===== config.mk =====
export PLATFORM = sky130hd
export DESIGN_NAME = instr_fetch
export DESIGN_NICKNAME = d
export VERILOG_FILES = /design/src/rtl/instr_fetch.sv
export SDC_FILE = /design/constraint.sdc
export NUM_CORES = 1
export LEC_CHECK = 0
export ABC_AREA = 0
export CORE_MARGIN = 3
export CORE_UTILIZATION = 42
export CTS_CLUSTER_DIAMETER = 50
export DETAILED_ROUTE_END_ITERATION = 10
export DONT_BUFFER_PORTS = 1
export PLACE_DENSITY_LB_ADDON = 0.1
export SYNTH_ARGS = -nofsm -noshare
export SYNTH_HDL_FRONTEND = slang
export SYNTH_SLANG_ARGS = --single-unit
export TNS_END_PERCENT = 1

===== constraint.sdc =====
create_clock -name IF_clk -period 3.9 [get_ports IF_clk]
set_clock_uncertainty 0.1 [all_clocks]
set_input_delay 0.39 -clock IF_clk [delete_from_list [all_inputs] [get_ports IF_clk]]
set_output_delay 0.39 -clock IF_clk [all_outputs]
set_load 0.005 [all_outputs]

===== src/rtl/instr_fetch.sv =====
// Instruction fetch unit: credit-limited memory requests, in-order address FIFO, and an instruction queue toward decode.
// Optional macro IF_BYPASS_EN forwards a response straight to the outputs when the queue is empty.
module instr_fetch #(
    parameter int QDEPTH = 2
) (
    input  logic        IF_clk,
    input  logic        IF_rst,
    input  logic [31:0] IF_pc,
    input  logic        IF_flush,
    output logic        IF_imem_req,
    output logic [31:0] IF_imem_addr,
    input  logic        IF_imem_gnt,
    input  logic        IF_imem_rvalid,
    input  logic [31:0] IF_imem_rdata,
    output logic        IF_out_valid,
    output logic [31:0] IF_out_instr,
    output logic [31:0] IF_out_pc,
    input  logic        IF_out_ready,
    output logic        IF_pc_hold
);

    localparam int PW = $clog2(QDEPTH);
    localparam int CW = PW + 1;
    localparam logic [CW:0] DEPTH_W = (CW + 1)'(QDEPTH);

    logic [31:0]   addr_mem [QDEPTH];
    logic [PW-1:0] addr_wp, addr_rp;

    logic [31:0]   q_instr [QDEPTH];
    logic [31:0]   q_pc    [QDEPTH];
    logic [PW-1:0] q_wp, q_rp;
    logic [CW-1:0] q_cnt;

    logic [CW-1:0] inflight;
    logic [CW-1:0] discard;

    logic [CW:0]   used;
    logic          accept, rsp, rsp_keep, bypass, q_empty, q_push, q_pop;
    logic [31:0]   rsp_pc;

    // Credits cover both outstanding fetches and queued words, so every response always has a slot.
    assign used         = {1'b0, inflight} + {1'b0, q_cnt};
    assign IF_imem_req  = !IF_rst && !IF_flush && (used < DEPTH_W);
    assign IF_imem_addr = IF_pc;
    assign accept       = IF_imem_req && IF_imem_gnt;
    assign IF_pc_hold   = !accept;

    assign rsp      = IF_imem_rvalid && (inflight != '0);
    assign rsp_pc   = addr_mem[addr_rp];
    assign rsp_keep = rsp && !IF_flush && (discard == '0);
    assign q_empty  = (q_cnt == '0);

`ifdef IF_BYPASS_EN
    assign bypass = rsp_keep && q_empty;
`else
    assign bypass = 1'b0;
`endif

    assign IF_out_valid = !IF_rst && !IF_flush && (!q_empty || bypass);
    assign q_pop        = IF_out_valid && IF_out_ready && !q_empty;
    assign q_push       = rsp_keep && !(bypass && IF_out_ready);

    always_comb begin
        IF_out_instr = '0;
        IF_out_pc    = '0;
        if (!IF_rst) begin
            if (!q_empty) begin
                IF_out_instr = q_instr[q_rp];
                IF_out_pc    = q_pc[q_rp];
            end else if (bypass) begin
                IF_out_instr = IF_imem_rdata;
                IF_out_pc    = rsp_pc;
            end
        end
    end

    // NOTE: storage arrays carry no reset; pointers and counts define what is valid, so reset only those.
    always_ff @(posedge IF_clk) begin
        if (accept) begin
            addr_mem[addr_wp] <= IF_pc;
        end
        if (q_push) begin
            q_instr[q_wp] <= IF_imem_rdata;
            q_pc[q_wp]    <= rsp_pc;
        end
    end

    always_ff @(posedge IF_clk) begin
        if (IF_rst) begin
            addr_wp  <= '0;
            addr_rp  <= '0;
            q_wp     <= '0;
            q_rp     <= '0;
            q_cnt    <= '0;
            inflight <= '0;
            discard  <= '0;
        end else begin
            if (accept) addr_wp <= addr_wp + PW'(1);
            if (rsp)    addr_rp <= addr_rp + PW'(1);
            inflight <= inflight + CW'(accept) - CW'(rsp);

            // A flush turns every fetch still outstanding after this cycle into one to drop.
            if (IF_flush) begin
                discard <= inflight - CW'(rsp);
                q_wp    <= '0;
                q_rp    <= '0;
                q_cnt   <= '0;
            end else begin
                if (rsp && (discard != '0)) discard <= discard - CW'(1);
                if (q_push) q_wp <= q_wp + PW'(1);
                if (q_pop)  q_rp <= q_rp + PW'(1);
                q_cnt <= q_cnt + CW'(q_push) - CW'(q_pop);
            end
        end
    end

endmodule


# Yosys cells after proc, flatten, opt, wreduce, memory -nomap -nowiden
# Memory sizes are Yosys's and may differ from the RTL's. A register that Yosys moved wholly into a read port is not among the register bits.
# Index checks and enable logic that the tools add are counted.
# totals
regBits	10
mem_bits_rw	192
word_cells	58
n_memories	3
# memory_table
name	words	width	rd	rd_clocked_by_memory_dff	write_ports	line_no	text
addr_mem	2	32	1	1	1	26	logic [31:0] addr_mem [QDEPTH];
q_instr	2	32	1	1	1	29	logic [31:0] q_instr [QDEPTH];
q_pc	2	32	1	1	1	30	logic [31:0] q_pc [QDEPTH];
# classes
n_addsub	11
magnitude_cmp	1
n_mux	16
n_reduce_logical	20
# op_table
cell	count
$mux 32	4
$logic_and 1x1->1	10
$mux 1	10
$reduce_bool 2->1	3
$sub 2x1->2	3
$add 1x1->1 const B	4
$add 2x1->2	2
$logic_not 1->1	4
$logic_not 2->1	2
$mux 2	2
$add 2x2->3	1
$lt 3x2->1 const B	1
$reduce_or 2->1	1
$sub 2x1->2 const B	1

# Depth between registers and ports, before layout
# Gate-level depths: netlist of the first run.
# logic_depth
ltp_word	7
ltp_mapped	10

# Worst setup path after synthesis of the first run
# Ideal clock, no wire load.
# synth_path
kind	reg-to-reg
start	register inflight[1]
end	memory q_instr[1][0] (enable)
arrival_ns	3.633
required_ns	3.314
setup_slack_ns	-0.319
stages_incl_launch_ff	5
n_path_buf	1
period_less_slack_ns	4.219
cell_sequence	dfxtp_1 o21ai_1 buf_2 or2_2 nor2_1
# synth_between
elab_chain_len	6
# synth_lines
item	line_no	text
from (decl)	34	logic [CW-1:0] inflight;
from (signal assigned)	100	inflight <= inflight + CW'(accept) - CW'(rsp);
$reduce_bool 2->1	48	assign rsp = IF_imem_rvalid && (inflight != '0);
$logic_and 1x1->1	48	
$logic_and 1x1->1 (2 in series)	50	assign rsp_keep = rsp && !IF_flush && (discard == '0);
$mux 1	82	if (q_push) begin
$mux 1 (implied by the code)	83	q_instr[q_wp] <= IF_imem_rdata;
to (decl)	29	
# No other way between the ends.

# Final worst setup path of the first run
# layout_path
start	register q_cnt[0]
end	memory addr_mem[1][6] (enable)
# layout_between
elab_chain_len	6
# layout_lines
item	line_no	text
from (decl)	32	logic [CW-1:0] q_cnt;
from (signal assigned)	112	q_cnt <= q_cnt + CW'(q_push) - CW'(q_pop);
$add 2x2->3	42	assign used = {1'b0, inflight} + {1'b0, q_cnt};
$lt 3x2->1	43	assign IF_imem_req = !IF_rst && !IF_flush && (used < DEPTH_W);
$logic_and 1x1->1	43	
named net IF_imem_req	10	output logic IF_imem_req,
$logic_and 1x1->1	45	assign accept = IF_imem_req && IF_imem_gnt;
$mux 1	79	if (accept) begin
$mux 1 (implied by the code)	80	addr_mem[addr_wp] <= IF_pc;
to (decl)	26	
# The timed path passes the listed nets, and every way through them passes these cells.

==> out/summary.txt, run 1 <==
ranking of synthesized cells by area: edfxtp_1 (72%), mux2i_1 (8.0%), mux2_2 (4.5%)
Die Ht: 144.4 um
total CTS buffers: 24
fillers: 1,497
FF/Latch Area: 6011 um2
Avg Cell Area, Syn: 16.80 um2
critical path required time: 3.92 ns
reg-to-reg slack, setup: 1.15 ns
GPL Wtd Cong: 0.7126
WL/cell: 18.37 um
Seq cells post-synth: 204
# rows: 49
Final Net Count: 601
final HPWL from detailed placement: 8.176 mm
Clock Sinks: 204
IO Count: 169
met2 GRT Util: 23.43%
setup violation total in the final timing report: 0
vias post-DR: 3,886
setup bufs post-CTS: 0
Worst-path clk slew: 0.06 ns
ANT nets after route: 0
worst min path class: primary input to flop
reg2reg end: addr_mem[1][6]$_DFFE_PP_
Yosys Warn Count: 0
Peak VDD IR: 0.4015 mV
Residual DRC: 0
dpl ws: 1.118 ns
largest net degree at the start of global routing: 58
LEAKAGE: 3.051 nW
Post-Route WL: 14.15 mm
final core utilization: 51.69%
Layout Area Growth over Synthesis: 18.14%
fraction of layout cells with a size suffix above 1: 15.53%
post-synth cell types: 34
Worst Hold Path EP: discard[1]$_SDFFE_PP0P_
Initial Util: 43.76%
Hold Path Stages: 2
PwrDens: 558.6 nW/um2
gr usage total: 13.04%
Critical Path AT: 2.77 ns
Port-buffer cells: 0
fin crit period: 2.746 ns
post-synth top area cell: edfxtp_1
CP Launch Type: flop
Final period util: 70.41%
CP endpoint kind: flop
Synth Cell Area: 8048 um2
CTS root buf: clkbuf_16
hold wc startpoint: IF_flush
drt pass-1 iters: 4
die width: 144.4 um
Seq/Total Area, Yosys: 74.63%
DIE AREA: 20,860 um2
Clock Path Buffers: 3
FMAX: 364.2 MHz
Reg2Reg Depth: 4
outcome: complete, no violations
Max Cap Violations: 0
initial antenna violation count: 0
final setup margin: 1.154 ns
Top Usage Layer GRT: met2
cell chain of the critical path: and2_1 > fa_1 > nor4_4 > and3_2
total congestion overflow: 0
1st-iter DRT viols: 120
max_slew headroom: 28.19%
Pwr Total: 5.311 mW
Critical R2R Launch: q_cnt[0]$_SDFF_PP0_
Yosys top cell area share: 71.64%
vias per cell: 5.047
CTS H-tree depth: 1
critical path fanouts, max: 32
slowest cell delay on critical path: 0.81 ns
core area: 18,390 um2
Least-Margin Pin Slew: 1.077 ns
Crit Path Class: flop to flop
Syn Nets: 555
multi-input logic area: 1647 um2
GR Util met1: 14.89%
post-CTS sizing: 0
Final Hold Fails: 0
TritonCTS clock tree: done
number of global-route vias before repair: 4,069
Mapped Cells: 479
slowest library cell on the worst path: and3_2
first-pass GRT wire length: 21.11 mm
Slew Limit Fails: 0
unrepaired setup endpoints after global routing: false
clk_lat worst skew: 0.50 ns
post-route setup TNS: 0 ns
met3 usage: 3.968%
diodes inserted: 0
## layout make-up
cell class                 count  share of cell area (%)
sequential                   204                   63.22
multi-input combinational    212                   17.32
timing repair buffer          73                   7.659
clock buffer                  32                   6.961
tap                          229                   3.014
clock inverter                10                   1.434
inverter                      10                  0.3948
## cells by family (layout without fill, tap and decap cells)
| family | after synthesis | in the layout | share of synthesized area (%) |
|---|---|---|---|
| AOI/OAI and AO/OA | 17 | 17 | 1.508 |
| muxes | 96 | 96 | 12.44 |
| xor gates and xnor gates | 5 | 5 | 0.5443 |
| buffers and inverters | 63 | 125 | 5.022 |
| and+or+nand+nor | 88 | 88 | 4.835 |
| adders and majority gates | 6 | 6 | 1.026 |
| DFF | 204 | 204 | 74.63 |
## cell usage in the layout, fill, tap and decap left out, types with 3 or more instances in the layout
| cell | instances |
|---|---|
| dlygate4sd3_1 | 67 |
| buf_4 | 5 |
| mux2i_1 | 64 |
| xor2_1 | 3 |
| clkbuf_16 | 25 |
| nor3_1 | 3 |
| a21oi_1 | 7 |
| clkbuf_1 | 6 |
| nor2_1 | 70 |
| inv_1 | 8 |
| mux2_2 | 32 |
| edfxtp_1 | 192 |
| dfxtp_1 | 10 |
| bufinv_16 | 3 |
| ha_1 | 5 |
## worst max-delay path, delay by kind of cell, from the launching register on
kind / cells / cell delay [ns]
and+or+nand+nor: 3 / 1.40
adders and majority gates: 1 / 0.46
DFF: 1 / 0.39
## sequential cells by signal, summed over array words and instances, names as in the netlist, named ones only
name and count:
q_wp 1, discard 2, q_cnt 2, q_rp 1, addr_wp 1, q_pc 64
addr_rp 1, inflight 2, addr_mem 64, q_instr 64
## synthesized netlist by cell type
library cell and count:
mux2i_1 64, o21a_1 1, ha_1 5, a21bo_2 1, nor3_1 3, o31a_1 1, nand3b_1 1, nand2_2 1
o21ai_1 2, or2_2 2, clkbuf_1 1, xnor2_1 2, nor4_4 1, fa_1 1, buf_6 2, dfxtp_1 12
mux2_2 32, or3_1 2, buf_2 14, nand2b_1 2, nor2b_1 1, a2111o_1 1, and3_1 1, or4b_1 1
buf_4 36, xor2_1 3, edfxtp_1 192, o21ai_0 2, nor2_1 71, a21oi_1 7, and2_1 2, inv_1 10
o21bai_4 1, o311a_1 1
## worst max path at each step
stage / start / to
after CTS: q_cnt[0]$_SDFF_PP0_ / addr_mem[1][6]$_DFFE_PP_
final: q_cnt[0]$_SDFF_PP0_ / addr_mem[1][6]$_DFFE_PP_
after detailed placement: q_cnt[0]$_SDFF_PP0_ / addr_mem[1][3]$_DFFE_PP_
after global placement: q_cnt[0]$_SDFF_PP0_ / addr_mem[1][16]$_DFFE_PP_
after floorplan: inflight[1]$_SDFF_PP0_ / q_instr[1][0]$_DFFE_PP_
after global routing: q_cnt[0]$_SDFF_PP0_ / addr_mem[1][6]$_DFFE_PP_
## through the flow
step	hold WS, ns	instances	instance area (um2)
3_5_place_dp	0.3606	661	8039
5_1_grt	0.04857	770	9508
6_report	0.04937	770	9508
4_1_cts	0.02537	770	9508
3_3_place_gp	0.3606	661	8039
2_1_floorplan	0.3610	479	8050
## layer usage
metal / routed length [um] / share of wire, % / vias up
li1: - / - / 1826
met2: 7051 / 50 / 138
met3: 1105 / 7.8 / 31
met4: 385 / 2.7 / 0
met5: 0 / 0 / -
met1: 5604 / 40 / 1891
## timing repair
action | in CTS | in global routing
setup endpoints to repair | 0 | 0
hold buffers | 67 | 0
hold endpoints to repair | 136 | 0
## power breakdown
part | internal (mW) | switching [mW] | total (mW)
sequential | 2.57 | 0.0888 | 2.66
combinational | 0.231 | 0.223 | 0.454
clock | 1.39 | 0.807 | 2.20
total | 4.19 | 1.12 | 5.31
No activity file was read; power rests on OpenSTA's default activity.
==> run 2, diff against run 1 <==
==> constraint.sdc (replaced) <==
create_clock -name IF_clk -period 2.75 [get_ports IF_clk]
set_clock_uncertainty 0.1 [all_clocks]
set_input_delay 0.275 -clock IF_clk [delete_from_list [all_inputs] [get_ports IF_clk]]
set_output_delay 0.275 -clock IF_clk [all_outputs]
set_load 0.005 [all_outputs]
==> out/summary.txt, run 2 (synthesized netlist as in run 1, its figures left out) <==
final core utilization: 51.47%
crit path to: inflight[1]$_SDFF_PP0_
CP Depth: 9
Layout Area Growth over Synthesis: 17.63%
outcome: complete, no violations
slowest library cell on the worst path: fa_1
core area: 18,390 um2
diodes inserted: 0
Clock Path Buffers: 3
max_slew headroom: 46.26%
Post-Route WL: 13.99 mm
GPL Wtd Cong: 0.7357
Buf/Inv on CP: 0
unrepaired setup endpoints after global routing: false
LEAKAGE: 3.033 nW
clk_lat worst skew: 0.49 ns
vias per cell: 4.961
Die Ht: 144.4 um
Crit Path Class: flop to flop
number of global-route vias before repair: 3,985
Top delay family on crit path: adder cells
total congestion overflow: 0
Critical Path AT: 2.82 ns
reg2reg end: inflight[1]$_SDFF_PP0_
FMAX: 399.3 MHz
critical path fanouts, max: 3
worst min path class: primary input to flop
Max Cap Violations: 0
commonest non-fill, non-tap cells in the layout: edfxtp_1 (192), nor2_1 (70), dlygate4sd3_1 (68)
total CTS buffers: 23
Peak VDD IR: 0.4184 mV
fin crit period: 2.504 ns
Final Net Count: 606
Final period util: 91.07%
PwrDens: 757.8 nW/um2
Residual DRC: 0
CP endpoint kind: flop
fraction of layout cells with a size suffix above 1: 15.93%
WL/cell: 18.05 um
TritonCTS clock tree: done
1st-iter DRT viols: 154
die width: 144.4 um
first-pass GRT wire length: 21.33 mm
reg-to-reg slack, setup: 0.25 ns
post-route setup TNS: 0 ns
Reg2Reg Depth: 9
fillers: 1,528
gr usage total: 13.16%
slowest cell delay on critical path: 0.45 ns
Largest regs: addr_mem: 64 flops, q_instr: 64 flops, q_pc: 64 flops
vias post-DR: 3,845
Least-Margin Pin Slew: 0.8061 ns
Final Hold Fails: 0
Clock Sinks: 204
CP Launch Type: flop
final cell count without fillers: 775
IO Count: 169
DP Cell Count: 666
Worst-path clk slew: 0.06 ns
Slew Limit Fails: 0
critical path required time: 3.07 ns
DIE AREA: 20,860 um2
Port-buffer cells: 0
Initial Util: 43.76%
drt pass-1 iters: 4
Critical R2R Launch: q_cnt[0]$_SDFF_PP0_
final HPWL from detailed placement: 8.406 mm
CTS root buf: clkbuf_16
CTS H-tree depth: 1
setup bufs post-CTS: 0
critical path startpoint: q_cnt[0]$_SDFF_PP0_
ANT nets after route: 0
most common cell after layout, fill and taps aside: edfxtp_1
cell chain of the critical path: and2_1 > fa_1 > nor4_4 > nand2_2 > xnor2_1 > ha_1 > xor2_1 > a2111o_1 > o21ai_1
largest net degree at the start of global routing: 68
# rows: 49
initial antenna violation count: 0
setup violation total in the final timing report: 0
## run 2: changes by cell type in the layout (fill, tap and decap cells not counted), moves of 2 or more
cell / previous run / this run
clkinv_1: 2 / 4
inv_2: 2 / 0
bufinv_16: 3 / 1
clkbuf_16: 25 / 23
buf_4: 5 / 9
clkinv_2: 1 / 6
## run 2: metal layers
metal	global-route usage (%)	share of wire, %	up-vias	wire length, um
li1	-	-	1833	-
met1	15.30	40	1861	5636
met2	22.99	49	121	6837
met3	4.365	8.1	30	1133
met4	4.271	2.7	0	377
met5	0	0	-	0
## run 2: where the power goes
part	internal (mW)	switching (mW)
clock	1.64	1.12
combinational	0.335	0.312
sequential	3.65	0.123
total	5.62	1.55
## run 2: metrics by stage
| stage | cell area (um2) | setup WS [ns] | hold slack [ns] | total power [mW] |
|---|---|---|---|---|
| after floorplan | 8055 | -0.03089 | 0.2739 | 4.303 |
| after global placement | 8090 | 0.3020 | 0.2443 | 4.380 |
| after detailed placement | 8090 | 0.2492 | 0.2445 | 4.401 |
| after CTS | 9467 | 0.2151 | 0.01621 | 7.286 |
| after global routing | 9467 | 0.1157 | 0.04209 | 7.509 |
| final | 9467 | 0.2457 | 0.03947 | 7.174 |
## run 2: final cells by class
| class | count | area, um2 | area share, % |
|---|---|---|---|
| Sequential cell | 204 | 6011 | 63.49 |
| Multi-Input combinational cell | 212 | 1647 | 17.39 |
| Timing Repair Buffer | 79 | 788.3 | 8.327 |
| Clock buffer | 28 | 594.3 | 6.278 |
| Tap cell | 229 | 286.5 | 3.027 |
| Clock inverter | 13 | 101.3 | 1.071 |
| Inverter | 10 | 38.79 | 0.4097 |
## run 2: tightest hold or removal path, stage by stage
cell and delay (ns):
nand2b_1 0.10, o21ai_0 0.07, a21oi_1 0.13
## run 2: how the worst min path moves through the flow
| stage | slack (ns) | startpoint | endpoint | depth (start not counted) |
|---|---|---|---|---|
| final | 0.04 | IF_flush | q_wp$_SDFFE_PP0P_ | 3 |
| after CTS | 0.02 | IF_flush | q_wp$_SDFFE_PP0P_ | 3 |
| after floorplan | 0.27 | IF_pc[0] | addr_mem[0][0]$_DFFE_PP_ | 0 |
| after global routing | 0.04 | IF_flush | q_wp$_SDFFE_PP0P_ | 3 |
| after detailed placement | 0.24 | IF_rst | flop | 1 |
| after global placement | 0.24 | IF_rst | flop | 1 |
## run 2: timing repair
action	in CTS	in global routing
endpoints found under the hold margin	140	0
resized for setup	0	0
endpoints found under the setup margin	0	0
hold buffers	68	0
